<file path="src/rtl/cv32e40p_simd_addsub_pipe_pkg.sv">
// Shared definitions for the packed SIMD add/sub offload path.
package cv32e40p_simd_addsub_pipe_pkg;

  localparam logic [1:0] VEC_MODE32 = 2'b00;
  localparam logic [1:0] VEC_MODE16 = 2'b10;
  localparam logic [1:0] VEC_MODE8  = 2'b11;

  typedef struct packed {
    logic [3:0] carry;
    logic [3:0] ovf;
  } addsub_flags_t;

  // Index of the quarter slice that holds the MSB of the lane containing 'slice'.
  // Mode 01 is decoded as word mode.
  function automatic logic [1:0] laneTop(input logic [1:0] mode, input logic [1:0] slice);
    if (mode == VEC_MODE8) begin
      return slice;
    end else if (mode == VEC_MODE16) begin
      return {slice[1], 1'b1};
    end else begin
      return 2'd3;
    end
  endfunction

endpackage

</file>
<file path="src/rtl/cv32e40p_simd_addsub_pipe_slice.sv">
// One quarter-width adder slice; SUB is formed as a + ~b + 1, and the carry-in
// comes either from the neighbouring slice (inside a lane) or from sub_i (lane start).
module cv32e40p_addsub_slice #(
  parameter int W = 8
) (
  input  logic [W-1:0] a_i,
  input  logic [W-1:0] b_i,
  input  logic         sub_i,
  input  logic         chain_i,
  input  logic         carry_chain_i,
  output logic [W-1:0] sum_o,
  output logic         carry_o,
  output logic         ovf_o
);

  logic [W-1:0] bEff;
  logic         carryIn;

  // Slice sum with carry-out and signed overflow as if this slice were the lane MSB.
  always_comb begin
    bEff    = sub_i ? ~b_i : b_i;
    carryIn = chain_i ? carry_chain_i : sub_i;
    {carry_o, sum_o} = {1'b0, a_i} + {1'b0, bEff} + {{W{1'b0}}, carryIn};
    ovf_o = (a_i[W-1] == bEff[W-1]) && (sum_o[W-1] != a_i[W-1]);
  end

endmodule

</file>
<file path="src/rtl/cv32e40p_simd_addsub_pipe.sv">
// Elastic, pipelined SIMD add/sub unit: word, half or byte lanes with per-lane
// carry/borrow and signed-overflow flags and optional saturation.
module cv32e40p_simd_addsub_pipe
  import cv32e40p_simd_addsub_pipe_pkg::*;
#(
  parameter int WIDTH  = 32,
  parameter int STAGES = 2,
  parameter int TAG_W  = 4,
  parameter int SAT_EN = 1
) (
  input  logic             clk,
  input  logic             rst,
  input  logic             flush_i,
  input  logic             in_valid_i,
  output logic             in_ready_o,
  input  logic             sub_i,
  input  logic             signed_i,
  input  logic             sat_i,
  input  logic [1:0]       vec_mode_i,
  input  logic [WIDTH-1:0] operand_a_i,
  input  logic [WIDTH-1:0] operand_b_i,
  input  logic [TAG_W-1:0] tag_i,
  output logic             out_valid_o,
  input  logic             out_ready_i,
  output logic [WIDTH-1:0] result_o,
  output logic [3:0]       carry_o,
  output logic [3:0]       ovf_o,
  output logic             zero_o,
  output logic [TAG_W-1:0] tag_o
);

  localparam int SW = WIDTH / 4;

  typedef struct packed {
    logic [WIDTH-1:0] result;
    addsub_flags_t    flags;
    logic             zero;
    logic [TAG_W-1:0] tag;
  } stage_t;

  logic [3:0][SW-1:0] sliceA;
  logic [3:0][SW-1:0] sliceB;
  logic [3:0][SW-1:0] sliceSum;
  logic [3:0][SW-1:0] sliceSat;
  logic [3:0]         sliceCout;
  logic [3:0]         sliceOvf;
  logic [3:0]         sliceCarry;
  logic [3:0]         chainSel;
  logic [3:0]         chainIn;
  logic [3:0]         laneCarry;
  logic [3:0]         laneOvf;
  logic               satOn;
  stage_t             data_d;

  logic [STAGES-1:0]  stageValid;
  logic [STAGES-1:0]  stageReady;
  stage_t             stageData [STAGES];

  assign sliceA  = operand_a_i;
  assign sliceB  = operand_b_i;
  assign chainIn = {sliceCout[2:0], 1'b0};
  assign satOn   = sat_i && (SAT_EN != 0);

  // Carry chain is cut at every lane boundary of the selected element size.
  always_comb begin
    if (vec_mode_i == VEC_MODE8) begin
      chainSel = 4'b0000;
    end else if (vec_mode_i == VEC_MODE16) begin
      chainSel = 4'b1010;
    end else begin
      chainSel = 4'b1110;
    end
  end

  for (genvar i = 0; i < 4; i++) begin : g_slice
    cv32e40p_addsub_slice #(.W(SW)) u_slice (
      .a_i          (sliceA[i]),
      .b_i          (sliceB[i]),
      .sub_i        (sub_i),
      .chain_i      (chainSel[i]),
      .carry_chain_i(chainIn[i]),
      .sum_o        (sliceSum[i]),
      .carry_o      (sliceCout[i]),
      .ovf_o        (sliceOvf[i])
    );
  end

  // Gather per-lane flags from each lane's top slice; SUB reports borrow, not carry.
  always_comb begin
    sliceCarry = sub_i ? ~sliceCout : sliceCout;
    if (vec_mode_i == VEC_MODE8) begin
      laneCarry = sliceCarry;
      laneOvf   = sliceOvf;
    end else if (vec_mode_i == VEC_MODE16) begin
      laneCarry = {2'b00, sliceCarry[3], sliceCarry[1]};
      laneOvf   = {2'b00, sliceOvf[3], sliceOvf[1]};
    end else begin
      laneCarry = {3'b000, sliceCarry[3]};
      laneOvf   = {3'b000, sliceOvf[3]};
    end
  end

  // Saturation: replace each slice with its share of the lane's clamp value.
  always_comb begin
    logic [1:0] top;
    logic       aNeg;
    top      = 2'd0;
    aNeg     = 1'b0;
    sliceSat = '0;
    for (int s = 0; s < 4; s++) begin
      top  = laneTop(vec_mode_i, 2'(s));
      aNeg = sliceA[top][SW-1];
      if (satOn && signed_i && sliceOvf[top]) begin
        sliceSat[s] = (top == 2'(s)) ? {aNeg, {(SW-1){~aNeg}}} : {SW{~aNeg}};
      end else if (satOn && !signed_i && sliceCarry[top]) begin
        sliceSat[s] = sub_i ? '0 : '1;
      end else begin
        sliceSat[s] = sliceSum[s];
      end
    end
  end

  // Stage-0 payload: final result, pre-saturation flags, zero and tag together.
  always_comb begin
    data_d.result      = sliceSat;
    data_d.flags.carry = laneCarry;
    data_d.flags.ovf   = laneOvf;
    data_d.zero        = (sliceSat == '0);
    data_d.tag         = tag_i;
  end

  // A stage may load when some stage at or after it is empty, or the output is taken.
  always_comb begin
    stageReady = '0;
    for (int k = 0; k < STAGES; k++) begin
      stageReady[k] = out_ready_i;
      for (int j = k; j < STAGES; j++) begin
        if (!stageValid[j]) begin
          stageReady[k] = 1'b1;
        end
      end
    end
  end

  assign in_ready_o = !flush_i && stageReady[0];

  for (genvar k = 0; k < STAGES; k++) begin : g_stage
    logic   valid_q;
    stage_t data_q;
    logic   upValid;
    stage_t upData;

    if (k == 0) begin : g_first
      assign upValid = in_valid_i && in_ready_o;
      assign upData  = data_d;
    end else begin : g_next
      assign upValid = stageValid[k-1];
      assign upData  = stageData[k-1];
    end

    // Stage register: reset clears all, flush drops valid, payload only moves with a valid op.
    always_ff @(posedge clk) begin
      if (rst) begin
        valid_q <= 1'b0;
        data_q  <= '0;
      end else if (flush_i) begin
        valid_q <= 1'b0;
      end else if (stageReady[k]) begin
        valid_q <= upValid;
        if (upValid) begin
          data_q <= upData;
        end
      end
    end

    assign stageValid[k] = valid_q;
    assign stageData[k]  = data_q;
  end

  assign out_valid_o = stageValid[STAGES-1];
  assign result_o    = stageData[STAGES-1].result;
  assign carry_o     = stageData[STAGES-1].flags.carry;
  assign ovf_o       = stageData[STAGES-1].flags.ovf;
  assign zero_o      = stageData[STAGES-1].zero;
  assign tag_o       = stageData[STAGES-1].tag;

endmodule

</file>
<file path="config.mk">
export PLATFORM = sky130hd
export DESIGN_NAME = cv32e40p_simd_addsub_pipe
export DESIGN_NICKNAME = d
export VERILOG_FILES = /design/src/rtl/cv32e40p_simd_addsub_pipe_pkg.sv /design/src/rtl/cv32e40p_simd_addsub_pipe_slice.sv /design/src/rtl/cv32e40p_simd_addsub_pipe.sv
export SDC_FILE = /design/constraint.sdc
export NUM_CORES = 1
export LEC_CHECK = 0
export ABC_AREA = 1
export CAP_MARGIN = 40
export CELL_PAD_IN_SITES_DETAIL_PLACEMENT = 1
export CELL_PAD_IN_SITES_GLOBAL_PLACEMENT = 1
export CORE_UTILIZATION = 36
export CTS_BUF_LIST = sky130_fd_sc_hd__clkbuf_4 sky130_fd_sc_hd__clkbuf_8 sky130_fd_sc_hd__clkbuf_16
export DETAILED_ROUTE_END_ITERATION = 6
export PLACE_DENSITY_LB_ADDON = 0.25
export SLEW_MARGIN = 5
export SYNTH_ARGS = -nofsm -noshare
export SYNTH_HDL_FRONTEND = slang
export SYNTH_HIERARCHICAL = 1
export SYNTH_SLANG_ARGS = --single-unit
</file>
<file path="constraint.sdc">
create_clock -name clk -period 7.5 [get_ports clk]
set_input_delay 0.75 -clock clk [delete_from_list [all_inputs] [get_ports clk]]
set_output_delay 0.75 -clock clk [all_outputs]
set_load 0.05 [all_outputs]
</file>
* After elaboration in Yosys (flattened, before gate mapping)
Index checks and enable logic that the tools add are counted.
** Word-level totals
- Flip-flop bits (word level) :: 92
- Bits in latches :: 0
- Bits in writable memories :: 0
- Memory bits (read-only) :: 0
- Bits of input ports :: 78
- Output and inout port bits :: 47
- Word-level logic and storage cells :: 120
- Memories :: 0
** Cells by class
- $add $sub $neg :: 8
- $mul :: 0
- Divide/modulo/power cells :: 0
- Order comparisons :: 3
- Eq/ne operators :: 12
- Shifts and indexed selects :: 0
- Muxes and demuxes :: 52
- Bitwise gates (word level) :: 10
- Reduce and logical (&&, ||, !) cells :: 23
** Operator list (count)
- 2-to-1 mux 8 bit :: 19
- binary-select mux 8 bit (select 2 bit) :: 3
- adder 8 x 8 -> 9 bit :: 4
- adder 9 x 1 -> 9 bit :: 4
- logical NOT 32 bit :: 1
- inverter 8 bit :: 4
- logical AND 1 bit :: 16
- 2-to-1 mux 4 bit :: 4
- 2-to-1 mux 1 bit :: 14
- binary-select mux 1 bit (select 2 bit) :: 6
- 2-to-1 mux 2 bit :: 5
- < comparator 2 x 3 -> 1 bit (second input constant) :: 3
- equality test 2 bit (second input constant) :: 3
- AND reduction 3 bit :: 2
- inverter 1 bit :: 5
- equality test 1 bit :: 4
- != test 1 bit :: 4
- inverter 4 bit :: 1
- 2-to-1 mux 3 bit :: 1
- equality test 2 x 1 -> 1 bit (second input constant) :: 1
- logical NOT 1 bit :: 2
- logical NOT 2 bit :: 1
- OR reduction 2 bit :: 1

* Logic depth before layout (Yosys ltp)
- Depth in word-level cells :: 19
- Gate-level depth with buffers :: 44
- Depth with buffers taken out :: 43

* Modules after synthesis
Netlist, hierarchy kept.
** By module, submodules not included
- cv32e40p_simd_addsub_pipe :: instances 1, cells an instance 594, area an instance 4055.1 sq um
- cv32e40p_addsub_slice :: instances 4, cells an instance 73, area an instance 476.7 sq um

* Worst setup path before layout
No wires, ideal clock.
- Path kind :: input -> register
- Start :: input port sub_i
- End :: register g_stage[0].data_q[4] (netlist name)
- Library setup time :: 0.070 ns
- Data arrival time :: 6.744 ns
- Path slack :: 0.686 ns
- Cell stages on the path :: 44
- Path buffers :: 1
- Cell sequence :: buf_2 mux2_2 fa_1 inv_1 fa_1 o21ai_2 nand4_1 nand3_1 mux2_2 fa_1 inv_1 fa_1 o21ai_2 nand4_1 nand3_1 mux2_2 fa_1 inv_1 (+8 left out) nand3_1 nand2_2 nand2_1 nand2_1 nor2_2 inv_1 nor2_4 nand2_1 nand2_2 inv_2 or2_0 nand2_1 nand2_1 inv_1 nand2_1 nor2_1 nand3_1 a21oi_1
** Between the ends
- Elaborated cells on any way between the ends :: 60
** RTL lines
- from (decl) :: line cv32e40p_simd_addsub_pipe.sv:16 : input logic sub_i,
- 2-to-1 mux 8 bit :: line cv32e40p_simd_addsub_pipe_slice.sv:21 : bEff = sub_i ? ~b_i : b_i;
- adder 8 x 8 -> 9 bit :: line cv32e40p_simd_addsub_pipe_slice.sv:23 : {carry_o, sum_o} = {1'b0, a_i} + {1'b0, bEff} + {{W{1'b0}}, carryIn};
- adder 9 x 1 -> 9 bit (*) :: line cv32e40p_simd_addsub_pipe_slice.sv:23
- named net chainIn[1] :: line cv32e40p_simd_addsub_pipe.sv:49 : logic [3:0] chainIn;
- 2-to-1 mux 1 bit (*) :: line cv32e40p_simd_addsub_pipe_slice.sv:22 : carryIn = chain_i ? carry_chain_i : sub_i;
- adder 9 x 1 -> 9 bit (*) :: line cv32e40p_simd_addsub_pipe_slice.sv:23
- named net chainIn[2] :: line cv32e40p_simd_addsub_pipe.sv:49
- 2-to-1 mux 1 bit (*) :: line cv32e40p_simd_addsub_pipe_slice.sv:22
- (+1 left out)
- named net chainIn[3] :: line cv32e40p_simd_addsub_pipe.sv:49
- (+2 left out)
- != test 1 bit (*) :: line cv32e40p_simd_addsub_pipe_slice.sv:24 : ovf_o = (a_i[W-1] == bEff[W-1]) && (sum_o[W-1] != a_i[W-1]);
- logical AND 1 bit (*) :: line cv32e40p_simd_addsub_pipe_slice.sv:24
- named net sliceOvf[3] :: line cv32e40p_simd_addsub_pipe.sv:46 : logic [3:0] sliceOvf;
- binary-select mux 1 bit (select 2 bit) :: line cv32e40p_simd_addsub_pipe.sv:113 : if (satOn && signed_i && sliceOvf[top]) begin
- 2-to-1 mux 1 bit (not written as such) :: line cv32e40p_simd_addsub_pipe.sv:113
- logical AND 1 bit :: line cv32e40p_simd_addsub_pipe.sv:113
- 2-to-1 mux 8 bit :: line cv32e40p_simd_addsub_pipe.sv:113
- logical NOT 32 bit (*) :: line cv32e40p_simd_addsub_pipe.sv:128 : data_d.zero = (sliceSat == '0);
- to (signal assigned) :: line cv32e40p_simd_addsub_pipe.sv:171 : data_q <= upData;
- to (decl) :: line cv32e40p_simd_addsub_pipe.sv:149 : stage_t data_q;
The timed path passes the listed nets; every way through them passes the cells marked *. The select of a mux whose other input is x is not followed.
A chain may end at the register's enable or synchronous reset.

* Worst setup path in the final report
- Start :: input port operand_b_i[0]
- End :: register g_stage[0].data_q[4] (netlist name)
** Between the ends
- Cells in the longest elaborated chain, start to end :: 18
- Elaborated cells on any way between the ends :: 49
** Ends and longest elaborated chain
- from (decl) :: line cv32e40p_simd_addsub_pipe.sv:21 : input logic [WIDTH-1:0] operand_b_i,
- inverter 8 bit :: line cv32e40p_simd_addsub_pipe_slice.sv:21
- 2-to-1 mux 8 bit (*) :: line cv32e40p_simd_addsub_pipe_slice.sv:21
- adder 8 x 8 -> 9 bit (*) :: line cv32e40p_simd_addsub_pipe_slice.sv:23
- adder 9 x 1 -> 9 bit (*) :: line cv32e40p_simd_addsub_pipe_slice.sv:23
- named net chainIn[1] :: line cv32e40p_simd_addsub_pipe.sv:49
- 2-to-1 mux 1 bit (*) :: line cv32e40p_simd_addsub_pipe_slice.sv:22
- adder 9 x 1 -> 9 bit (*) :: line cv32e40p_simd_addsub_pipe_slice.sv:23
- named net chainIn[2] :: line cv32e40p_simd_addsub_pipe.sv:49
- (+2 left out)
- named net chainIn[3] :: line cv32e40p_simd_addsub_pipe.sv:49
- (+2 left out)
- named net sliceCout[3] :: line cv32e40p_simd_addsub_pipe.sv:45 : logic [3:0] sliceCout;
- inverter 4 bit :: line cv32e40p_simd_addsub_pipe.sv:90 : sliceCarry = sub_i ? ~sliceCout : sliceCout;
- 2-to-1 mux 4 bit (*) :: line cv32e40p_simd_addsub_pipe.sv:90
- binary-select mux 1 bit (select 2 bit) :: line cv32e40p_simd_addsub_pipe.sv:115 : end else if (satOn && !signed_i && sliceCarry[top]) begin
- 2-to-1 mux 1 bit (not written as such) :: line cv32e40p_simd_addsub_pipe.sv:115
- logical AND 1 bit :: line cv32e40p_simd_addsub_pipe.sv:115
- 2-to-1 mux 8 bit :: line cv32e40p_simd_addsub_pipe.sv:115
- 2-to-1 mux 8 bit :: line cv32e40p_simd_addsub_pipe.sv:113
- logical NOT 32 bit (*) :: line cv32e40p_simd_addsub_pipe.sv:128
Marks and branches as above.

==> summary.md <==
| Metric | Value |
|---|---|
| Layout cells sized above 1 | `0.106` |
| Routed length on met2 | `7850 microns` |
| RePlAce Congestion | `0.829` |
| Die Ht | `131 microns` |
| Worst EP arrival | `7.35 ns` |
| Slew at the pin closest to its max-slew limit | `0.634 ns` |
| Met1 Routed Length | `8520 microns` |
| Critical path's largest stage delay | `0.50 ns` |
| Slowest CP cell | `clkdlybuf4s50_1` |
| Met3 routed WL | `573 microns` |
| Seq/Total Area, Yosys | `0.309` |
| Max-cap violations | `0` |
| Syn Inst Count | `886` |
| Initial Util | `0.373` |
| Syn-to-layout area delta | `32.0%` |
| Wire per inst | `14.0 microns` |
| Skew final | `0.00679 ns` |
| Slew Viols, Final | `0` |
| GRT Overall Usage | `0.209` |
| Final count of hold timing violations | `0` |
| Tmin final | `7.08 ns` |
| Hold Slack | `0.455 ns` |
| Antenna Nets Post-Route | `0` |
| Post-Synth Simple-Gate Area | `0.287` |
| Mux contribution to synthesized area | `0.00756` |
| Total CTS buffers | `9` |
| Most common cell after layout, fill and taps aside | `nand2_1` |
| Fmax | `0.141 GHz` |
| Antenna violations before repair | `0` |
| EDFF count, synth | `0` |
| Synth Area in XOR/XNOR | `0.0705` |
| Fill cell count | `2119` |
| Clock transition at the registers of the reported paths | `0.06 ns` |
| LEAKAGE | `3.60 nW` |
| Vias in the first global route | `5910` |
| TritonRoute pass-1 iters | `4` |
| HPWL after detailed placement | `13200 microns` |
| Pwr/cell area | `200 nW/um^2` |
| Port bufs | `124` |
| DIE WIDTH | `131 microns` |
| Worst hold path type | `reg -> reg` |
| Adder-Cell Fraction of Synth Area | `0.0856` |
| Yosys warnings | `6` |
| Most frequent cells in the layout | `nand2_1, clkdlybuf4s50_1, nor2_1, dfxtp_1, o21ai_0` |
| Final net count | `1119` |
| Highest metal used | `met4` |
| Final wirelength | `17100 microns` |
| FF-to-FF setup slack | `5.44 ns` |
| Pin count of the biggest net entering global routing | `84` |
| Antenna diode count | `0` |
| Prevailing post-synth register cell | `dfxtp_1` |
| CTS tree | `yes` |
| Rows | `46` |
| Status | `finished, final reports clean` |
| Design Power | `1.57 mW` |
| Io pins | `125` |
| Crit share post-route | `0.945` |
| Hold depth | `2` |
| Syn_area_per_cell | `6.73 sq um` |
| Gr ovfl total | `0` |
| DRC Markers | `0` |
| Clock latency on the worst-skew pair | `0.34 ns` |
| Worst-case vdd ir drop | `115 uV` |
| Crit. End Element | `register` |
| CP max FO | `8` |
| Post-synthesis compound-gate area fraction | `0.156` |
| Via density | `4.79` |
| Clk buf depth | `2` |
| Synth Register Bits | `92` |
| Die ar. | `17100 sq um` |
| First-pass GRT wire length | `28400 microns` |
| Mapped Area | `5960 sq um` |
| CTS Sinks | `92` |
| Critical Path Source Type | `primary input` |
| Worst endpoint required time | `7.77 ns` |
| Synth unique cells | `37` |
| 1st-iter DRT viols | `252` |
| Reg2reg path depth | `9` |
| Asr flop ratio synth | `0` |
| Setup CP Type | `in -> reg` |
| Final setup viols | `0` |
| Core area | `16000 sq um` |
| Clk root buf | `clkbuf_16` |
| Vias | `5867` |
| Critical path's most frequent cell | `fa_2` |
| Largest family of logic cells by synthesized area | `simple AND/OR/NAND/NOR gates` |
| Rel. slew slack | `0.577` |
| CTS H-tree depth | `3` |
-- path summary, 6_finish.rpt --
path	startpoint	end
max reg2reg	out_valid_o$_SDFFE_PP0N_	g_stage[0].data_q[31]$_SDFFE_PP0P_
min	g_stage[0].data_q[3]$_SDFFE_PP0P_	g_stage[0].data_q[3]$_SDFFE_PP0P_
max	operand_b_i[0]	g_stage[0].data_q[4]$_SDFFE_PP0P_
min reg2reg	g_stage[0].data_q[3]$_SDFFE_PP0P_	g_stage[0].data_q[3]$_SDFFE_PP0P_
-- where the power goes --
part | switching (mW) | total (mW) | internal [mW]
Clock | 0.197 | 0.467 | 0.270
Combinational | 0.354 | 0.576 | 0.223
Sequential | 0.0122 | 0.528 | 0.516
-- metal layers --
layer	track usage	vias to the layer above
li1	-	3067
met1	0.288	2679
met2	0.346	109
met3	0.0220	12
met4	0.0588	0
met5	0	-
-- kinds of logic (layout without fill, tap and decap cells) --
logic type	Yosys count	count (layout)
simple gates	408	408
other cells	1	2
buf+inv	124	247
flops	92	92
xor+xnor	48	48
mux	4	4
compound gates	173	173
fa+ha+maj	36	36
-- synth_stat cells (2+ instances only) --
cell | n | share of area
a211oi_1 | 2 | 0.0025
a21oi_1 | 63 | 0.053
a21oi_2 | 4 | 0.0059
a221oi_1 | 4 | 0.0059
a31oi_1 | 4 | 0.0042
buf_2 | 4 | 0.0034
buf_6 | 4 | 0.0076
clkbuf_1 | 23 | 0.014
clkinv_1 | 4 | 0.0025
dfxtp_1 | 92 | 0.31
fa_1 | 8 | 0.027
ha_1 | 28 | 0.059
inv_1 | 84 | 0.053
inv_2 | 4 | 0.0025
mux2_2 | 4 | 0.0076
nand2_1 | 223 | 0.14
nand2_2 | 16 | 0.017
nand3_1 | 37 | 0.031
nand3_2 | 2 | 0.0034
nand3b_1 | 4 | 0.0050
nand4_1 | 9 | 0.0094
nor2_1 | 103 | 0.065
nor2_2 | 6 | 0.0063
nor2_4 | 2 | 0.0038
o21ai_0 | 86 | 0.072
o21ai_1 | 2 | 0.0017
o21ai_2 | 4 | 0.0059
o22ai_1 | 2 | 0.0021
or2_1 | 4 | 0.0042
xnor2_1 | 12 | 0.018
xor2_1 | 36 | 0.053
-- stage by stage --
stage	setup TNS (ns)	util	instance area, sq um	instances	setup slack, ns
final	0	0.492	7870	1226	0.415
after global routing	-0.0428	0.492	7870	1226	-0.0428
after CTS	0	0.483	7720	1223	0.0245
after detailed placement	-0.364	0.463	7410	1207	-0.364
after global placement	-0.0737	0.463	7410	1207	-0.0737
after floorplan	0	-	5970	887	0.686
-- sequential cells by signal, indices dropped and copies added (netlist names) --
register and cells:
g_stage.data_q 45, g_stage.valid_q 1, ovf_o 4, carry_o 4, result_o 32, out_valid_o 1
zero_o 1, tag_o 4
-- area by class of cell --
class                           instances  area [sq um]  area share
Clock buffer                           10           239      0.0304
Clock inverter                          6          71.3     0.00906
Inverter                               92           345      0.0439
Multi-Input combinational cell        671          3750       0.477
Sequential cell                        92          1840       0.234
Tap cell                              216           270      0.0344
Timing Repair Buffer                  139          1350       0.171
-- worst max-delay path, delay by kind of cell --
| kind | cells | cell delay, ns |
|---|---|---|
| muxes | 3 | 0.51 |
| xor gates and xnor gates | 1 | 0.15 |
| buffers and inverters | 6 | 0.77 |
| and+or+nand+nor | 20 | 1.96 |
| AOI/OAI and AO/OA | 5 | 0.79 |
| adders and majority gates | 8 | 2.39 |
-- what timing repair did --
item | 4_1_cts | 5_1_grt
setup endpoints to repair | 1 | 17
pin swaps | 0 | 10
hold buffers | 0 | 0
buffers inserted | 0 | 3
gates resized for setup | 1 | 36
(Power assumes the default switching activity.)
